$ cat src/rtl/cache_arbiter.sv
// ---------------------------------------------------------------------------
// cache_arbiter
//
// Shares one physical-memory port between an I-cache and a D-cache. Each
// transaction is granted to one client and runs until the memory raises
// pmem_resp. Contention is resolved by alternating against the client that
// was served last.
//
// Parameters
//   LINE_W : cacheline width in bits (default 256)
//   ADDR_W : physical address width in bits (default 32)
//
// Ports
//   clk, rst               : clock (rising edge), asynchronous active-high reset
//   i_pmem_read/write      : I-cache line read / write request
//   i_pmem_address/wdata   : I-cache line address / write line
//   i_pmem_rdata/resp      : read line and done pulse back to the I-cache
//   d_pmem_*               : same set of signals for the D-cache
//   pmem_read/write        : command to shared physical memory
//   pmem_address/wdata     : address / write line to shared memory
//   pmem_rdata/resp        : read line / done pulse from shared memory
// ---------------------------------------------------------------------------
module cache_arbiter #(
  parameter int LINE_W = 256,
  parameter int ADDR_W = 32
) (
  input  logic              clk,
  input  logic              rst,

  input  logic              i_pmem_read,
  input  logic              i_pmem_write,
  input  logic [ADDR_W-1:0] i_pmem_address,
  input  logic [LINE_W-1:0] i_pmem_wdata,
  output logic [LINE_W-1:0] i_pmem_rdata,
  output logic              i_pmem_resp,

  input  logic              d_pmem_read,
  input  logic              d_pmem_write,
  input  logic [ADDR_W-1:0] d_pmem_address,
  input  logic [LINE_W-1:0] d_pmem_wdata,
  output logic [LINE_W-1:0] d_pmem_rdata,
  output logic              d_pmem_resp,

  output logic              pmem_read,
  output logic              pmem_write,
  output logic [ADDR_W-1:0] pmem_address,
  output logic [LINE_W-1:0] pmem_wdata,
  input  logic [LINE_W-1:0] pmem_rdata,
  input  logic              pmem_resp
);

  typedef enum logic [1:0] {
    IDLE    = 2'd0,
    SERVE_I = 2'd1,
    SERVE_D = 2'd2
  } state_t;

  state_t state_reg;
  state_t state_next;

  // 0 = I-cache was served last, 1 = D-cache was served last.
  logic last_served_reg;
  logic last_served_next;

  logic i_req;
  logic d_req;

  assign i_req = i_pmem_read | i_pmem_write;
  assign d_req = d_pmem_read | d_pmem_write;

  // Read data is broadcast; each client qualifies it with its own resp.
  assign i_pmem_rdata = pmem_rdata;
  assign d_pmem_rdata = pmem_rdata;

  always_ff @(posedge clk or posedge rst) begin
    if (rst) begin
      state_reg       <= IDLE;
      last_served_reg <= 1'b0;
    end else begin
      state_reg       <= state_next;
      last_served_reg <= last_served_next;
    end
  end

  always_comb begin
    state_next       = state_reg;
    last_served_next = last_served_reg;
    pmem_read        = 1'b0;
    pmem_write       = 1'b0;
    pmem_address     = '0;
    pmem_wdata       = '0;
    i_pmem_resp      = 1'b0;
    d_pmem_resp      = 1'b0;

    case (state_reg)
      IDLE: begin
        // Memory responses seen here are stray and deliberately ignored.
        if (i_req && d_req) begin
          // Contention: give the port to whoever did not go last.
          state_next = last_served_reg ? SERVE_I : SERVE_D;
        end else if (i_req) begin
          state_next = SERVE_I;
        end else if (d_req) begin
          state_next = SERVE_D;
        end
      end

      SERVE_I: begin
        // Write takes priority if the client raises both commands.
        pmem_write   = i_pmem_write;
        pmem_read    = i_pmem_read & ~i_pmem_write;
        pmem_address = i_pmem_address;
        pmem_wdata   = i_pmem_wdata;
        if (pmem_resp) begin
          i_pmem_resp      = 1'b1;
          state_next       = IDLE;
          last_served_next = 1'b0;
        end
      end

      SERVE_D: begin
        pmem_write   = d_pmem_write;
        pmem_read    = d_pmem_read & ~d_pmem_write;
        pmem_address = d_pmem_address;
        pmem_wdata   = d_pmem_wdata;
        if (pmem_resp) begin
          d_pmem_resp      = 1'b1;
          state_next       = IDLE;
          last_served_next = 1'b1;
        end
      end

      default: begin
        state_next = IDLE;
      end
    endcase
  end

endmodule

$ cat config.mk
export PLATFORM = sky130hd
export DESIGN_NAME = cache_arbiter
export DESIGN_NICKNAME = d
export VERILOG_FILES = /design/src/rtl/cache_arbiter.sv
export SDC_FILE = /design/constraint.sdc
export NUM_CORES = 1
export LEC_CHECK = 0
export BUFFER_PORTS_ARGS = -buffer_cell sky130_fd_sc_hd__buf_2
export CORE_AREA = 2 2 636 638
export CTS_BUF_LIST = sky130_fd_sc_hd__clkbuf_4 sky130_fd_sc_hd__clkbuf_8 sky130_fd_sc_hd__clkbuf_16
export DETAILED_ROUTE_END_ITERATION = 8
export DIE_AREA = 0 0 638 640
export SETUP_SLACK_MARGIN = 0.02
export SLEW_MARGIN = 20
export SYNTH_ARGS = -nofsm -noshare
export SYNTH_HDL_FRONTEND = slang
export SYNTH_SLANG_ARGS = --single-unit
export TNS_END_PERCENT = 5
$ cat constraint.sdc
create_clock -name clk -period 4.25 [get_ports clk]
set_input_delay 1.0625 -clock clk [delete_from_list [all_inputs] [get_ports clk]]
set_output_delay 1.0625 -clock clk [all_outputs]
set_load 0.1 [all_outputs]
==> results.sh, run 1 <==
export IMPL_arrival_ns=2.67
export IMPL_cp_start_kind="flip-flop"
export IMPL_area_growth_pct=101
export IMPL_avgViaCountPerCell=1.98
export IMPL_hp_start="last_served_reg"
export IMPL_coreArea_um2=401000
export IMPL_path_common_cell="buf_12"
export IMPL_syn_area_um2=8620
export IMPL_syn_nets=2060
export IMPL_nets=2369
export IMPL_synth_warnings=0
export IMPL_p_clk_share_pct=1.1
export IMPL_post_route_util_pct=4.32
export IMPL_max_clock_freq_mhz=268
export IMPL_max_slew_margin_pct=30.2
export IMPL_ant_nets=0
export IMPL_grtUsageMet3_pct=26.0
export IMPL_final_area_um2=17400
export IMPL_hold_ws_ns=0.561
export IMPL_initial_core_util_pct=2.15
export IMPL_path_cells="inv_1 -> ha_4 -> buf_12 -> buf_12 -> buf_12 -> a22oi_2 -> nor2_1 -> buf_12"
export IMPL_critPathMaxFanout=41
export IMPL_finalHoldViolCount=0
export IMPL_yosys_register_bits=3
export IMPL_min_period_ns=3.73
export IMPL_ff2ff_path_depth=5
export IMPL_antenna_found_initial=380
export IMPL_layout_drive_gt1_share_pct=67.7
export IMPL_post_cts_setup_buffers=0
export IMPL_hp_class="flip-flop to flip-flop"
export IMPL_place_congestion=1.36
export IMPL_grtUsageMet1_pct=10.5
export IMPL_fillers=47600
export IMPL_post_cts_resized=0
export IMPL_seq_power_share_pct=0.4
export IMPL_power_internal_uw=3020
export IMPL_hold_buffers=0
export IMPL_tightest_slew_ns=1.05
export IMPL_synth_edff_count=0
export IMPL_ff2ff_setup_slack_ns=2.25
export IMPL_place_area_um2=16900
export IMPL_slew_violations=0
export IMPL_cts_buffers=3
export IMPL_status="completed"
export IMPL_cts_tree="built"
export IMPL_combPwrFrac_pct=98.5
export IMPL_timing_rr_end="state_reg[1]"
export IMPL_clock_skew_ns=0.00127
export IMPL_syn_instance_count=1216
export IMPL_swShare_pct=79.5
export IMPL_slowest_stage="dfrtp_1"
export IMPL_multi_input_area_um2=4010
export IMPL_wl_per_cell_um=53.1
export IMPL_cp_end_kind="output port"
export IMPL_min_period_over_period_pct=87.8
export IMPL_maxCapViolCount=0
export IMPL_largest_reg_flops=2
export IMPL_groute_usage_overall_pct=17.3
export IMPL_drc=0
export IMPL_rsz0062_at_grt="no"
export IMPL_portBuffers=874
export IMPL_synth_area_top_cells="buf_4 45%, a22oi_2 16%, a22oi_1 15%"
export IMPL_clkSlewWorstSetupHoldPaths_ns=0.03
export IMPL_finalSetupTns_ns=0
export IMPL_layout_commonest_cell="buf_2"
export IMPL_clockBufferDepth=2
export IMPL_seqCellArea_um2=75.1
export IMPL_ctsRootBufferMaster="clkbuf_16"
export IMPL_synth_top_area_cell="buf_4"
export IMPL_p_switching_uw=11700
export IMPL_grt_ovfl_total=0
export IMPL_hold_path_end="last_served_reg"
export IMPL_grt_most_used_layer="met2"
export IMPL_crit_required_ns=3.19
export IMPL_h_tree_depth=1
export IMPL_grt_pass1_wl_um=394000
export IMPL_path_class="flip-flop to output port"
export IMPL_rows=233
export IMPL_synth_ff_type="dfrtp_1"
export IMPL_clk_latency_ns=0.23
export IMPL_dieArea_um2=408000
export IMPL_grt_max_degree=74
export IMPL_setup_viol=0
export IMPL_num_io_pins=1643
export IMPL_power_density_nw_per_um2=849
export IMPL_async_flop_share_pct=100
export IMPL_cts_sinks=3
export IMPL_ir_drop_mv=0.527
export IMPL_die_x_um=638
export IMPL_post_synth_cell_area_avg_um2=7.09
export IMPL_first_global_vias=11300
export IMPL_timing_rr_start="state_reg[0]"
export IMPL_final_cell_mix="749 x buf_2, 293 x nor2_1, 176 x a22oi_1"
export IMPL_routed_wirelength_um=369000
export IMPL_place_hpwl_um=354000
export IMPL_p_leak_uw=0.00549
export IMPL_vias=13700
export IMPL_die_h_um=640
export IMPL_worstHoldPathCells=1
export IMPL_ys_types=21
export IMPL_use_met2_pct=26.4
export IMPL_max_stage_delay_ns=0.41
export IMPL_ys_seq_area_share_pct=0.871
export IMPL_yosys_area_top_type_share_pct=44.8
export IMPL_drt_iter0_markers=1160
export IMPL_dr_pass1_iters=8
==> cells in the mapped netlist, types with 3 or more instances <==
cell type,instances
a22oi_1,176
a22oi_2,113
buf_2,40
buf_4,514
buf_6,32
clkbuf_1,19
dfrtp_1,3
ha_1,5
inv_1,3
nand2_1,3
nor2_1,293
==> per-layer routing <==
metal | wire, um | vias to the layer above
li1 | - | 4414
met1 | 77100 | 5570
met2 | 156000 | 2601
met3 | 118000 | 953
met4 | 14900 | 174
met5 | 2550 | -
==> power groups by stage <==
stage	sequential, uW	clock, uW	combinational, uW
3_5_place_dp	57.1	0	14800
6_report	58.0	157	14500
5_1_grt	60.8	160	15200
3_3_place_gp	54.7	0	14700
2_1_floorplan	49.8	0	11400
4_1_cts	57.0	158	14800
==> worst max-delay path by stage <==
stage / cells after the start / slack (ns) / startpoint / end
after global routing: 6 / 0.34 / state_reg[1] / pmem_wdata[4]
after floorplan: 3 / 0.65 / i_pmem_read / pmem_read
after global placement: 4 / 0.55 / d_pmem_address[28] / pmem_address[28]
final: 8 / 0.52 / state_reg[1] / pmem_wdata[217]
after detailed placement: 7 / 0.65 / state_reg[0] / pmem_address[26]
after CTS: 7 / 0.41 / state_reg[0] / pmem_address[26]
==> area by class of cell <==
class,count,area share (%)
well taps,5287,38.1
repair buffers,912,35.9
multi-input cells,601,23.1
diodes,129,1.86
clock buffers,4,0.476
flip-flops and latches,3,0.433
inverters,4,0.130
==> metrics by stage <==
| stage | setup slack, ns | instances | total power (uW) |
|---|---|---|---|
| after floorplan | 0.652 | 1216 | 11400 |
| after global placement | 0.548 | 6800 | 14700 |
| after detailed placement | 0.653 | 6807 | 14800 |
| after CTS | 0.408 | 6811 | 15000 |
| after global routing | 0.337 | 6895 | 15400 |
| final | 0.517 | 6940 | 14700 |
==> critical path, delay by kind of cell (launching register included) <==
kind | cells | cell delay (ns)
AOI/OAI and AO/OA | 1 | 0.08
adders and majority gates | 1 | 0.31
buffers and inverters | 5 | 1.14
DFF | 1 | 0.41
and+or+nand+nor | 1 | 0.36
==> logic make-up (layout without fill, tap and decap cells) <==
logic type | after synthesis | count (layout) | share of synthesized area [%]
other | 0 | 129 | 0
buffers and inverters | 612 | 920 | 52.9
DFF | 3 | 3 | 0.871
AOI/OAI and AO/OA | 296 | 296 | 32.3
adders and majority gates | 5 | 5 | 0.726
and+or+nand+nor | 300 | 300 | 13.2
Power figures use the tool's default switching activity.
==> inputs of run 2 (changes only) <==
--- a/config.mk
+++ b/config.mk
@@ -6,10 +6,13 @@
 export NUM_CORES = 1
 export LEC_CHECK = 0
 export BUFFER_PORTS_ARGS = -buffer_cell sky130_fd_sc_hd__buf_2
-export CORE_AREA = 2 2 636 638
+export CELL_PAD_IN_SITES_DETAIL_PLACEMENT = 1
+export CELL_PAD_IN_SITES_GLOBAL_PLACEMENT = 2
+export CORE_AREA = 2 2 644 646
 export CTS_BUF_LIST = sky130_fd_sc_hd__clkbuf_4 sky130_fd_sc_hd__clkbuf_8 sky130_fd_sc_hd__clkbuf_16
 export DETAILED_ROUTE_END_ITERATION = 8
-export DIE_AREA = 0 0 638 640
+export DIE_AREA = 0 0 646 648
+export PLACE_DENSITY_LB_ADDON = 0.1
 export SETUP_SLACK_MARGIN = 0.02
 export SLEW_MARGIN = 20
 export SYNTH_ARGS = -nofsm -noshare
==> results.sh, run 2 (same netlist as run 1, synthesis figures left out) <==
export IMPL_p_leak_uw=0.00580
export IMPL_dieArea_um2=419000
export IMPL_rsz0062_at_grt="no"
export IMPL_post_cts_setup_buffers=0
export IMPL_power_density_nw_per_um2=862
export IMPL_drt_iter0_markers=416
export IMPL_initial_core_util_pct=2.09
export IMPL_worstHoldPathCells=1
export IMPL_timing_rr_start="state_reg[0]"
export IMPL_crit_required_ns=3.19
export IMPL_hold_buffers=0
export IMPL_arrival_ns=2.95
export IMPL_vias=11200
export IMPL_largest_reg_flops=2
export IMPL_clockBufferDepth=2
export IMPL_seq_power_share_pct=0.4
export IMPL_combPwrFrac_pct=98.5
export IMPL_coreArea_um2=412000
export IMPL_cts_sinks=3
export IMPL_place_congestion=0.680
export IMPL_groute_usage_overall_pct=9.87
export IMPL_swShare_pct=76.6
export IMPL_setup_viol=0
export IMPL_ff2ff_setup_slack_ns=2.20
export IMPL_grt_ovfl_total=0
export IMPL_critPathMaxFanout=27
export IMPL_min_period_ns=4.01
export IMPL_min_period_over_period_pct=94.4
export IMPL_rows=236
export IMPL_hold_path_end="last_served_reg"
export IMPL_max_slew_margin_pct=42.0
export IMPL_hp_class="flip-flop to flip-flop"
export IMPL_ff2ff_path_depth=5
export IMPL_h_tree_depth=1
export IMPL_clock_skew_ns=0.00272
export IMPL_maxCapViolCount=0
export IMPL_hp_start="last_served_reg"
export IMPL_p_switching_uw=12200
export IMPL_final_cell_mix="686 x buf_2, 293 x nor2_1, 171 x a22oi_1"
export IMPL_routed_wirelength_um=216000
export IMPL_status="completed"
export IMPL_post_cts_resized=0
export IMPL_wl_per_cell_um=30.8
export IMPL_place_hpwl_um=203000
export IMPL_first_global_vias=12200
export IMPL_slew_violations=0
export IMPL_tightest_slew_ns=0.870
export IMPL_ant_nets=0
export IMPL_p_clk_share_pct=1.1
export IMPL_die_h_um=648
export IMPL_dr_pass1_iters=4
export IMPL_layout_commonest_cell="buf_2"
export IMPL_grt_pass1_wl_um=246000
export IMPL_path_class="flip-flop to output port"
export IMPL_clkSlewWorstSetupHoldPaths_ns=0.04
export IMPL_timing_rr_end="state_reg[1]"
export IMPL_avgViaCountPerCell=1.59
export IMPL_num_io_pins=1643
export IMPL_antenna_found_initial=145
export IMPL_power_internal_uw=3730
export IMPL_cts_tree="built"
export IMPL_cts_buffers=3
export IMPL_cp_end_kind="output port"
export IMPL_clk_latency_ns=0.24
export IMPL_finalSetupTns_ns=0
export IMPL_portBuffers=874
export IMPL_die_x_um=646
export IMPL_ctsRootBufferMaster="clkbuf_16"
export IMPL_crit_start="state_reg[1]"
export IMPL_ir_drop_mv=0.274
export IMPL_finalHoldViolCount=0
export IMPL_power_total_uw=16000
export IMPL_layout_drive_gt1_share_pct=68.5
export IMPL_nets=2390
export IMPL_max_clock_freq_mhz=249
export IMPL_cp_start_kind="flip-flop"
export IMPL_drc=0
export IMPL_area_growth_pct=115
export IMPL_grt_max_degree=62
run 2: area by class of cell:
cell class                      count  area (um^2)
Fill cell                       49300       393000
Timing Repair Buffer              933         7430
Tap cell                         5474         6850
Multi-Input combinational cell    601         4030
Clock buffer                        4         82.6
Sequential cell                     3         75.1
Inverter                            4         22.5
Antenna cell                        8         20.0
run 2: how the worst max path moves through the flow:
stage	to	slack (ns)
2_1_floorplan	pmem_read	0.65
3_3_place_gp	pmem_address[2]	0.07
3_5_place_dp	pmem_wdata[210]	0.19
4_1_cts	pmem_wdata[217]	0.08
5_1_grt	pmem_wdata[217]	0.07
6_report	pmem_wdata[176]	0.24
run 2: metrics by stage:
step                util, %  cell area, um^2  worst slack, ns  hold WS, ns  cells
floorplan                 -             8620            0.652        0.481   1216
global placement       4.44            18300           0.0723        0.689   7008
detailed placement     4.47            18400            0.194        0.687   7016
CTS                    4.49            18500           0.0828        0.685   7019
global route           4.49            18500           0.0747        0.691   7022
finish                 4.49            18500            0.237        0.662   7027
run 2: power by group through the flow:
stage                     registers (uW)  logic (uW)  clock network, uW
after detailed placement            64.2       16600                  0
after global placement              65.3       16600                  0
after CTS                           63.7       16600                173
after floorplan                     49.8       11400                  0
final                               62.8       15700                169
after global routing                64.4       16700                173
run 2: worst max-delay path: stages, from the launching register on:
cell     delay [ns]
dfrtp_1        0.41
inv_1          0.17
ha_4           0.29
buf_12         0.25
buf_4          0.53
a22oi_2        0.13
nor2_1         0.57
buf_12         0.26
run 2: metal layers:
layer  routed length (um)  vias up  track usage (%)
met4                 3530       70             1.08
li1                     -     4299                -
met2               101000     1373             16.5
met3                40600      334             8.40
met1                71000     5101             9.45
met5                  801        -            0.682
